==> config.mk <==
export PLATFORM = sky130hd
export DESIGN_NAME = updn_counter_param
export DESIGN_NICKNAME = d
export VERILOG_FILES = /design/src/rtl/updn_counter_param.sv
export SDC_FILE = /design/constraint.sdc
export NUM_CORES = 1
export LEC_CHECK = 0
export BUFFER_PORTS_ARGS = -buffer_cell sky130_fd_sc_hd__buf_2
export CORE_AREA = 4 4 64 66
export DETAILED_ROUTE_END_ITERATION = 8
export DIE_AREA = 0 0 68 70
export PLACE_DENSITY = 0.64
export SYNTH_ARGS = -nofsm -noshare
export SYNTH_HDL_FRONTEND = slang
export SYNTH_SLANG_ARGS = --single-unit
==> constraint.sdc <==
create_clock -name CLK -period 2.92 [get_ports CLK]
set_input_delay 0.73 -clock CLK [delete_from_list [all_inputs] [get_ports CLK]]
set_output_delay 0.73 -clock CLK [all_outputs]
set_load 0.02 [all_outputs]
==> src/rtl/updn_counter_param.sv <==
// Parametrised bounded up/down counter with saturate/wrap mode and registered ovf/udf pulses.
// Define UPDN_STEP_EN to add a per-cycle programmable `step` port; otherwise the step is fixed at 1.
module updn_counter_param #(
    parameter int unsigned      WIDTH   = 5,
    parameter logic [WIDTH-1:0] RST_VAL = '0
) (
    input  logic             CLK,
    input  logic             rst_n,
    input  logic [WIDTH-1:0] IN,
    input  logic             load,
    input  logic             Down,
    input  logic             Up,
    input  logic             wrap_en,
    input  logic [WIDTH-1:0] lim_lo,
    input  logic [WIDTH-1:0] lim_hi,
`ifdef UPDN_STEP_EN
    input  logic [WIDTH-1:0] step,
`endif
    output logic [WIDTH-1:0] Counter,
    output logic             High,
    output logic             Low,
    output logic             ovf,
    output logic             udf,
    output logic             cfg_err
);

    logic [WIDTH-1:0] r_cnt;
    logic             r_ovf;
    logic             r_udf;

    logic [WIDTH-1:0] w_step;
    logic [WIDTH:0]   w_up_sum;
    logic [WIDTH:0]   w_dn_floor;
    logic             w_up_bnd;
    logic             w_dn_bnd;
    logic [WIDTH-1:0] w_cnt_nxt;
    logic             w_ovf_nxt;
    logic             w_udf_nxt;

`ifdef UPDN_STEP_EN
    assign w_step = step;
`else
    assign w_step = WIDTH'(1);
`endif

    // One extra bit so limit comparisons never see a truncated sum.
    assign w_up_sum   = {1'b0, r_cnt}  + {1'b0, w_step};
    assign w_dn_floor = {1'b0, lim_lo} + {1'b0, w_step};
    assign w_up_bnd   = (r_cnt >= lim_hi) || (w_up_sum > {1'b0, lim_hi});
    assign w_dn_bnd   = (r_cnt <= lim_lo) || ({1'b0, r_cnt} < w_dn_floor);

    assign cfg_err = (lim_lo > lim_hi);
    assign High    = (r_cnt >= lim_hi);
    assign Low     = (r_cnt <= lim_lo);
    assign Counter = r_cnt;
    assign ovf     = r_ovf;
    assign udf     = r_udf;

    always_comb begin
        w_cnt_nxt = r_cnt;
        w_ovf_nxt = 1'b0;
        w_udf_nxt = 1'b0;
        if (load) begin
            w_cnt_nxt = IN;
        end else if (cfg_err) begin
            w_cnt_nxt = r_cnt;
        end else if (Down) begin
            if (w_dn_bnd) begin
                w_cnt_nxt = wrap_en ? lim_hi : lim_lo;
                w_udf_nxt = wrap_en;
            end else begin
                w_cnt_nxt = r_cnt - w_step;
            end
        end else if (Up) begin
            if (w_up_bnd) begin
                w_cnt_nxt = wrap_en ? lim_lo : lim_hi;
                w_ovf_nxt = wrap_en;
            end else begin
                w_cnt_nxt = w_up_sum[WIDTH-1:0];
            end
        end
    end

    always_ff @(posedge CLK or negedge rst_n) begin
        if (!rst_n) begin
            r_cnt <= RST_VAL;
            r_ovf <= 1'b0;
            r_udf <= 1'b0;
        end else begin
            r_cnt <= w_cnt_nxt;
            r_ovf <= w_ovf_nxt;
            r_udf <= w_udf_nxt;
        end
    end

endmodule

==> out/summary.txt, run 1 <==
Clk sinks: 7
Warnings from Yosys: 0
First-pass GRT wire length: 6430 µm
Die area: 4760 µm²
Most frequent cells in the layout: buf_2 (30), ha_1 (28), inv_1 (15), nand2_1 (15), buf_4 (15)
Worst Max-Slew Pin Slew: 0.3562 ns
HPWL Detailed: 3141 µm
Startpoint types: flop
Die Width: 68 µm
Compound-Gate Fraction of Synth Area: 22.41%
Initial DRC count: 54
Wirelength per Cell: 15.23 µm
Hold Vio Cnt, Final: 0
Maximum fanout along the worst path: 6
Synth Instances: 163
Clk pwr share: 12.2%
Number of detailed-route iterations in the first pass: 6
Gr usage total: 17.46%
IO buf count: 30
RSZ-0062 raised after global routing: yes
Fmax: 355.7 MHz
FF+latch count, synth: 7
Hold Buf Count CTS: 0
Post-synthesis xor/xnor area fraction: 5.785%
CTS tree: built
Switch share: 47.06%
Tcrit/Tclk final: 96.29%
Status: complete, no violations
Clock Skew: 0.005408 ns
NetSw: 0.3582 mW
Post-synthesis sequential area ratio: 12.86%
Cell Area, Placed: 1629 µm²
Power Density: 457.1 nW/µm²
Max Cap Violations: 0
CTS resizes: 0
Vias: 1338
Core area: 3578 µm²
Syn_nets: 212
Synth top area share: 25.71%
Worst Setup End Kind: output pin
Drt total wl: 3853 µm
Row count: 22
Synth Area in Adders: 25.71%
Design Area, Final: 1665 µm²
Overflow after GRT: 0
Post-Synth Simple-Gate Area: 19.01%
Starting Density: 38.08%
Detail Route Antenna Nets: 0
# diodes: 0
Final GP Congestion: 0.8209
Crit path arrival time: 2.08 ns
Area grow syn2layout: 22.22%
Ranking of synthesized cells by area: ha_1 (26%), dfrtp_1 (13%), mux2i_1 (5.1%)
Worst-Skew Late Latency: 0.26 ns
Final nets: 255
Mapped Area: 1363 µm²
Synth unique cells: 43
Vias per cell: 5.289
VDD IR max: 282.4 µV
Register clock-pin slew on the reported worst setup and hold paths: 0.06 ns
Hold WS: 0.2955 ns
Max transition margin: 76.25%
Largest family of logic cells by synthesized area: adder cells
CTS H-tree depth: 1
Final setup vio count: 0
P_leak: 0.8411 nW
Antenna violations before repair: 0
CP Data Required Time: 2.19 ns
Clock root cell: clkbuf_4
Seq pwr share: 17.6%
CTS buffer count: 3
Post-CTS setup buffer count: 0
Leading area contributor after synthesis: ha_1
I/O pin total: 31
Worst min path class: in -> async
Mux cell area share after synthesis: 5.969%
Most common cell after layout, fill and taps aside: buf_2
Final min period: 2.812 ns
Drc violations: 0
Comb power frac: 70.2%
Largest net degree at the start of global routing: 18
Synth Area per Inst: 8.359 µm²
R2R cell count: 11
Die extent in y: 70 µm
Clk buf depth: 2
Slew Limit Fails: 0
Crit. Startpoint: Counter[0]
Reg2reg start: Counter[0]
Share of layout cells above drive strength 1: 28.29%
Crit Path Class: reg -> out
Fin Setup TNS: 0 ns
Internal power: 0.4030 mW
Vias in the first global route: 1341
==> area by class of cell <==
type | instances | area [µm²]
Timing Repair Buffer | 45 | 262.8
Fill cell | 376 | 1913
Sequential cell | 7 | 177.7
Multi-Input combinational cell | 134 | 1082
Inverter | 15 | 56.30
Tap cell | 48 | 60.06
Clock buffer | 4 | 26.28
==> layer usage <==
layer / GRT usage, % / wire length (µm) / vias to the layer above
met3: 2.251 / 197 / 8
met5: 0 / 0 / -
met1: 24.42 / 1856 / 600
met4: 5.740 / 71 / 0
li1: - / - / 685
met2: 27.09 / 1728 / 45
==> flip-flops by register name, indices dropped and copies added, names as in the netlist <==
signal / flops
Counter: 5
ovf: 1
udf: 1
==> critical path, cell delays in order, from the launching register on <==
cell and delay [ns]:
dfrtp_2 0.43, inv_1 0.07, buf_4 0.17, ha_1 0.28, or3b_1 0.37, o2111ai_2 0.10
a21oi_2 0.10, buf_4 0.15, buf_2 0.15
==> cells by family (layout without fill, tap and decap cells) <==
kind of cell | after synthesis | count (layout)
AND/OR/NAND/NOR | 50 | 50
multiplexers | 8 | 8
flip-flops | 7 | 7
adder cells (fa/ha/maj) | 28 | 28
AO/OA/AOI/OAI | 39 | 39
XOR/XNOR | 9 | 9
buffers and inverters | 22 | 64
==> cells in the mapped netlist (all sizes together) <==
cell and instances:
o21a 2, a211o 1, nor3 4, nand2b 2, ha 28, nand4 1
a211oi 3, inv 15, buf 4, o221ai 1, mux2i 7, xor2 3
o211ai 3, xnor2 6, o21ai 8, clkbuf 3, a32o 1, a21o 2
nor2b 4, dfrtp 7, nand2 15, a32oi 1, and3 1, a21boi 1
nor3b 2, a21oi 6, o2111ai 6, mux2 1, nor2 7, o32ai 1
o22ai 1, nor4 1, a221o 2, or3b 2, and4bb 1, nand3 10
==> worst paths after layout <==
kind / slack [ns] / end
hold reg to reg: 0.81 / Counter[1]
setup reg to reg: 0.24 / Counter[4]
setup / recovery: 0.11 / High
hold / removal: 0.30 / Counter[1]
min in group CLK: 0.69 / Counter[1]
max in group asynchronous: 2.45 / Counter[0]
==> power by group through the flow <==
stage                     clock network, mW  registers (mW)  logic [mW]
final                                0.0929           0.134       0.534
after global routing                  0.101           0.136       0.598
after CTS                            0.0963           0.133       0.530
after detailed placement                  0           0.135       0.528
after global placement                    0           0.136       0.524
after floorplan                           0           0.153       0.339
==> metrics by stage <==
stage	worst slack, ns	util, %	instances	power (mW)
2_1_floorplan	0.04465	-	163	0.4912
5_1_grt	-0.0009182	46.54	253	0.8351
3_3_place_gp	0.02559	45.52	249	0.6595
3_5_place_dp	0.01530	45.52	249	0.6623
4_1_cts	0.01425	46.26	253	0.7596
6_report	0.1083	46.54	253	0.7613
(Power assumes the default switching activity.)
==> inputs of run 2 (changes only) <==
--- a/config.mk
+++ b/config.mk
@@ -7,8 +7,8 @@
 export LEC_CHECK = 0
 export BUFFER_PORTS_ARGS = -buffer_cell sky130_fd_sc_hd__buf_2
-export CORE_AREA = 4 4 64 66
+export CORE_AREA = 4 4 68 70
 export DETAILED_ROUTE_END_ITERATION = 8
-export DIE_AREA = 0 0 68 70
-export PLACE_DENSITY = 0.64
+export DIE_AREA = 0 0 72 74
+export PLACE_DENSITY = 0.58
 export SYNTH_ARGS = -nofsm -noshare
 export SYNTH_HDL_FRONTEND = slang
==> constraint.sdc (replaced) <==
create_clock -name CLK -period 2.92 [get_ports CLK]
set_input_delay 0.73 -clock CLK [delete_from_list [all_inputs] [get_ports CLK]]
set_output_delay 0.73 -clock CLK [all_outputs]
set_load 0.05 [all_outputs]
==> out/summary.txt, run 2 (synthesis results as in run 1) <==
Max reg flops: 5 (unchanged)
Worst min path class: in -> async
Status: complete, no violations
Number of detailed-route iterations in the first pass: 5 (-1)
CTS H-tree depth: 1 (unchanged)
Most frequent cells in the layout: buf_2 (29), ha_1 (28), buf_4 (16), inv_1 (15), nand2_1 (15)
Share of layout cells above drive strength 1: 30.58% (+2.3 points)
Detail Route Antenna Nets: 0 (unchanged)
Worst Setup End Kind: flop
Final cell count without fillers: 256 (+1.2%)
Drt total wl: 3828 µm (-0.65%)
Register clock-pin slew on the reported worst setup and hold paths: 0.04 ns (-0.02 ns)
Cell Area, Placed: 1663 µm² (+2.1%)
Clk buf depth: 2 (unchanged)
Hold WS: 0.3275 ns (+0.03203 ns)
Vias: 1359 (+1.6%)
Drc violations: 0 (unchanged)
Largest net degree at the start of global routing: 18 (unchanged)
Hold Vio Cnt, Final: 0 (unchanged)
Final min period: 2.791 ns (-0.02087 ns)
Max Cap Violations: 0 (unchanged)
Placed Cells: 252 (+1.2%)
CP Data Required Time: 3.02 ns (+0.83 ns)
Wirelength per Cell: 14.95 µm (-1.8%)
VDD IR max: 204.8 µV (-27%)
Max transition margin: 75.60% (-0.66 points)
Gr usage total: 15.44% (-2.0 points)
Power Density: 506.2 nW/µm² (+11%)
Clk sinks: 7 (unchanged)
Startpoint types: flop
Overflow after GRT: 0 (unchanged)
CTS buffer count: 3 (unchanged)
Die area: 5328 µm² (+12%)
Final nets: 256 (+0.39%)
Vias in the first global route: 1333 (-0.60%)
Clock root cell: clkbuf_8
Final setup vio count: 0 (unchanged)
Design Area, Final: 1724 µm² (+3.5%)
Final GP Congestion: 0.8742 (+6.5%)
HPWL Detailed: 3212 µm (+2.3%)
Die extent in y: 74 µm (+5.7%)
Most common cell after layout, fill and taps aside: buf_2
Die Width: 72 µm (+5.9%)
Slew Limit Fails: 0 (unchanged)
Maximum fanout along the worst path: 6 (unchanged)
Core area: 3971 µm² (+11%)
Crit path arrival time: 2.89 ns (+0.81 ns)
# diodes: 0 (unchanged)
P_leak: 0.8627 nW (+2.6%)
Row count: 23 (+4.5%)
I/O pin total: 31 (unchanged)
Worst Max-Slew Pin Slew: 0.3660 ns (+0.009851 ns)
First-pass GRT wire length: 6499 µm (+1.1%)
Starting Density: 34.31% (-3.8 points)
Antenna violations before repair: 0 (unchanged)
Fmax: 358.3 MHz (+0.75%)
CTS tree: built
IO buf count: 30 (unchanged)
Clock Skew: 0.004368 ns (-0.001041 ns)
Crit Path Class: reg -> reg
Fill count: 427 (+14%)
Vias per cell: 5.309 (+0.38%)
Worst-Skew Late Latency: 0.22 ns (-0.04 ns)
Initial DRC count: 122 (+130%)
Area grow syn2layout: 26.54%
Tcrit/Tclk final: 95.58% (-0.71 points)
run 2: cell types whose count changed in the layout (fill, tap and decap cells not counted), sizes merged:
cell,before,now
clkbuf,4,5
run 2: layer usage:
metal / GRT usage, % / part of all wire, % / vias to the layer above
met5: 0 / 0 / -
met4: 3.340 / 1.1 / 0
met3: 2.162 / 4.2 / 6
met2: 25.41 / 47 / 46
met1: 21.59 / 47 / 622
li1: - / - / 685
run 2: where the power goes:
part           internal, mW  switching, mW
Clock                0.0943         0.0399
Combinational         0.241          0.357
Sequential            0.114         0.0267
Total                 0.450          0.423
run 2: worst paths after layout:
path | startpoint | to | slack [ns] | cells after the start
max | Counter[1] | Counter[2] | 0.13 | 11
max in group asynchronous | rst_n | Counter[2] | 2.42 | 1
max reg2reg | Counter[1] | Counter[2] | 0.13 | 11
min | rst_n | ovf | 0.33 | 1
min reg2reg | Counter[0] | Counter[0] | 0.75 | 3
min in group CLK | IN[1] | Counter[1] | 0.74 | 3
run 2: repair_timing:
action,4_1_cts,5_1_grt
setup buffers,0,0
hold buffers,0,0
setup endpoints to repair,0,2
gates resized for setup,0,4
run 2: final cells by class:
cell class,count,area [µm²],area share [%]
clock buffer,4,45.04,2.612
sequential,7,180.2,10.45
tap,50,62.56,3.628
timing repair buffer,46,272.8,15.82
multi-input combinational,134,1107,64.22
inverter,15,56.30,3.266
run 2: stage by stage:
stage          utilization [%]  worst slack (ns)  power [mW]  setup TNS [ns]
2_1_floorplan                -           0.05690      0.5660               0
6_report                 43.42            0.1291      0.8728               0
3_5_place_dp             41.87           0.01092      0.7317               0
3_3_place_gp             41.87          -0.01481      0.7345        -0.01481
4_1_cts                  43.01           0.02789      0.8687               0
5_1_grt                  43.42         -0.001768      0.9510       -0.001768
run 2: critical path, cell delays in order, from the launching register on:
cell	delay, ns
dfrtp_2	0.45
ha_1	0.21
nand3_1	0.14
xnor2_2	0.21
ha_1	0.28
and3_1	0.17
o21ai_0	0.08
a32oi_1	0.13
a211oi_4	0.28
mux2i_1	0.27
o221ai_2	0.12
a221o_1	0.33
==> inputs of run 3 (changes only) <==
- ABC_AREA: unset -> 1
- CORE_AREA: 4 4 68 70 -> 4 4 71 73
- DIE_AREA: 0 0 72 74 -> 0 0 75 77
==> out/summary.txt, run 3 <==
Synth top area share: 23.18% (-2.5 points)
Most frequent cell after synthesis: nand2_1
Clk buf depth: 2 (unchanged)
Main synth FF type: dfrtp_1
Final setup vio count: 0 (unchanged)
CTS H-tree depth: 1 (unchanged)
Core area: 4354 µm² (+9.6%)
Hold Buf Count CTS: 0 (unchanged)
Number of detailed-route iterations in the first pass: 4 (-1)
First-pass GRT wire length: 6686 µm (+2.9%)
Synth Area per Inst: 6.404 µm² (-23%)
I/O pin total: 31 (unchanged)
Final GP Congestion: 0.8421 (-3.7%)
Crit. Startpoint: lim_lo[2]
Crit Path Class: in -> out
HPWL Detailed: 3408 µm (+6.1%)
Final nets: 324 (+27%)
Gr usage total: 14.69% (-0.74 points)
Die Width: 75 µm (+4.2%)
Most frequent cells in the layout: nand2_1 (63), inv_1 (32), buf_2 (30), ha_1 (28), nor2_1 (26)
Wirelength per Cell: 12.54 µm (-16%)
VDD IR max: 226.3 µV (+11%)
Ranking of synthesized cells by area: ha_1 (23%), nand2_1 (16%), dfrtp_1 (12%)
Leading area contributor after synthesis: ha_1
Hold WS: 0.3284 ns (+0.0008970 ns)
Register clock-pin slew on the reported worst setup and hold paths: 0.04 ns (about the same)
Cell Area, Placed: 1767 µm² (+6.2%)
IO buf count: 30 (unchanged)
Final cell count without fillers: 326 (+27%)
Drc violations: 0 (unchanged)
Detail Route Antenna Nets: 0 (unchanged)
Fmax: 363.0 MHz (+1.3%)
Area grow syn2layout: 19.95%
Internal power: 0.4861 mW (+8.1%)
Share of layout cells above drive strength 1: 21.90% (-8.7 points)
Clock Skew: 0.003269 ns (-0.001098 ns)
Worst Max-Slew Pin Slew: 0.5197 ns (+0.1537 ns)
Overflow after GRT: 0 (unchanged)
Synth unique cells: 29 (-33%)
Crit path arrival time: 2.02 ns (-0.87 ns)
Placed Cells: 322 (+28%)
Die area: 5775 µm² (+8.4%)
Warnings from Yosys: 0 (unchanged)
NetSw: 0.5911 mW (+40%)
Fin Setup TNS: 0 ns (unchanged)
Worst Setup End Kind: output pin
Ys async rst share: 100.0% (unchanged)
Clk sinks: 7 (unchanged)
Vias per cell: 4.755 (-10%)
Die extent in y: 77 µm (+4.1%)
Startpoint types: input port
Most used cell along the critical path: nand2_1
Antenna violations before repair: 0 (unchanged)
Post-CTS setup buffer count: 0 (unchanged)
Synth Instances: 236 (+45%)
Worst min path class: in -> async
Final min period: 2.754 ns (-0.03640 ns)
# diodes: 0 (unchanged)
Comb power frac: 71.8% (+3.3 points)
CP Data Required Time: 2.19 ns (-0.83 ns)
CP cell instances: buf_2 > inv_1 > ha_1 > nand2_1 > nand2_1 > nand2_1 > nand2_1 > nor2_1 > nor2_4 > inv_1 > buf_2
Seq pwr share: 16.1% (about the same)
Reg2reg start: Counter[2]
Largest net degree at the start of global routing: 23 (+5)
CTS tree: built
Slew Limit Fails: 0 (unchanged)
Hold Vio Cnt, Final: 0 (unchanged)
Clk pwr share: 12.2% (-3.2 points)
Vias in the first global route: 1433 (+7.5%)
Row count: 24 (+4.3%)
Drt total wl: 4088 µm (+6.8%)
Worst-Skew Late Latency: 0.22 ns (about the same)
CTS buffer count: 3 (unchanged)
FF+latch count, synth: 7 (unchanged)
Post-synthesis sequential area ratio: 11.59% (-1.3 points)
Status: complete, no violations
Max transition margin: 65.35% (-10 points)
Power Density: 594.1 nW/µm² (+17%)
RSZ-0062 raised after global routing: no
Max reg flops: 5 (unchanged)
Switch share: 54.87% (+6.4 points)
CTS resizes: 0 (unchanged)
EDFF count, synth: 0 (unchanged)
Starting Density: 34.71% (+0.40 points)
Tcrit/Tclk final: 94.33% (-1.2 points)
Mapped Area: 1511 µm² (+11%)
Vias: 1550 (+14%)
Most common cell after layout, fill and taps aside: nand2_1
CP max stage delay: 0.31 ns (-0.14 ns)
Initial DRC count: 96 (-21%)
CP max stage cell: ha_1
Design Area, Final: 1813 µm² (+5.2%)
Max Cap Violations: 0 (unchanged)
Clock root cell: clkbuf_8
Most instantiated cells after synthesis: nand2_1 (63), inv_1 (32), ha_1 (28)
Maximum fanout along the worst path: 6 (unchanged)
P_leak: 1.082 nW (+25%)
Syn_nets: 285 (+34%)
run 3: cell count changes after synthesis, sizes merged, moves of 7 or more:
| cell | change |
|---|---|
| nand3 | +16 |
| mux2i | -7 |
| nor2 | +21 |
| inv | +21 |
| nand2 | +53 |
run 3: layer usage:
layer | share of wire [%] | global-route usage [%] | vias to the layer above
met4 | 0.56 | 2.847 | 0
met2 | 48 | 24.30 | 30
met5 | 0 | 0 | -
li1 | - | - | 834
met3 | 4.0 | 0.9150 | 2
met1 | 47 | 20.69 | 684
run 3: critical path, delay by kind of cell:
kind          cells  cell delay [ns]
buf+inv           4             0.54
simple gates      6             0.45
fa+ha+maj         1             0.31
run 3: metrics by stage:
stage                     util (%)  worst slack [ns]  power, mW
final                        41.64            0.1655      1.077
after CTS                    41.64            0.1668      1.088
after global placement       40.57            0.1854     0.9516
after floorplan                  -            0.2996     0.7340
after global routing         41.64           0.06211      1.205
after detailed placement     40.57            0.1679     0.9507
run 3: cells by family (layout without fill, tap and decap cells):
| group | Yosys count | in the layout | share of synthesized area, % |
|---|---|---|---|
| simple gates | 135 | 135 | 42.96 |
| fa+ha+maj | 28 | 28 | 23.18 |
| xor+xnor | 9 | 9 | 5.216 |
| buf+inv | 40 | 78 | 10.26 |
| compound gates | 17 | 17 | 6.788 |
| flops | 7 | 7 | 11.59 |
run 3: path summary, 6_finish.rpt:
| path | endpoint | slack (ns) | depth (start not counted) |
|---|---|---|---|
| hold reg to reg | Counter[1] | 0.70 | 2 |
| hold / removal | Counter[0] | 0.33 | 1 |
| setup reg to reg | Counter[1] | 0.40 | 15 |
| min in group CLK | Counter[1] | 0.70 | 2 |
| max in group asynchronous | ovf | 2.44 | 1 |
| setup / recovery | Low | 0.17 | 11 |
run 3: area by class of cell:
class,count,area [µm²]
sequential,7,175.2
multi-input combinational,189,1181
clock inverter,1,5.005
inverter,36,135.1
fill,449,2541
tap,52,65.06
timing repair buffer,38,210.2
clock buffer,3,41.29
run 3: power by group through the flow:
| stage | combinational, mW | clock (mW) | sequential (mW) |
|---|---|---|---|
| global placement | 0.776 | 0 | 0.176 |
| global route | 0.885 | 0.142 | 0.178 |
| finish | 0.773 | 0.131 | 0.173 |
| detailed placement | 0.775 | 0 | 0.175 |
| floorplan | 0.515 | 0 | 0.219 |
| CTS | 0.780 | 0.134 | 0.174 |
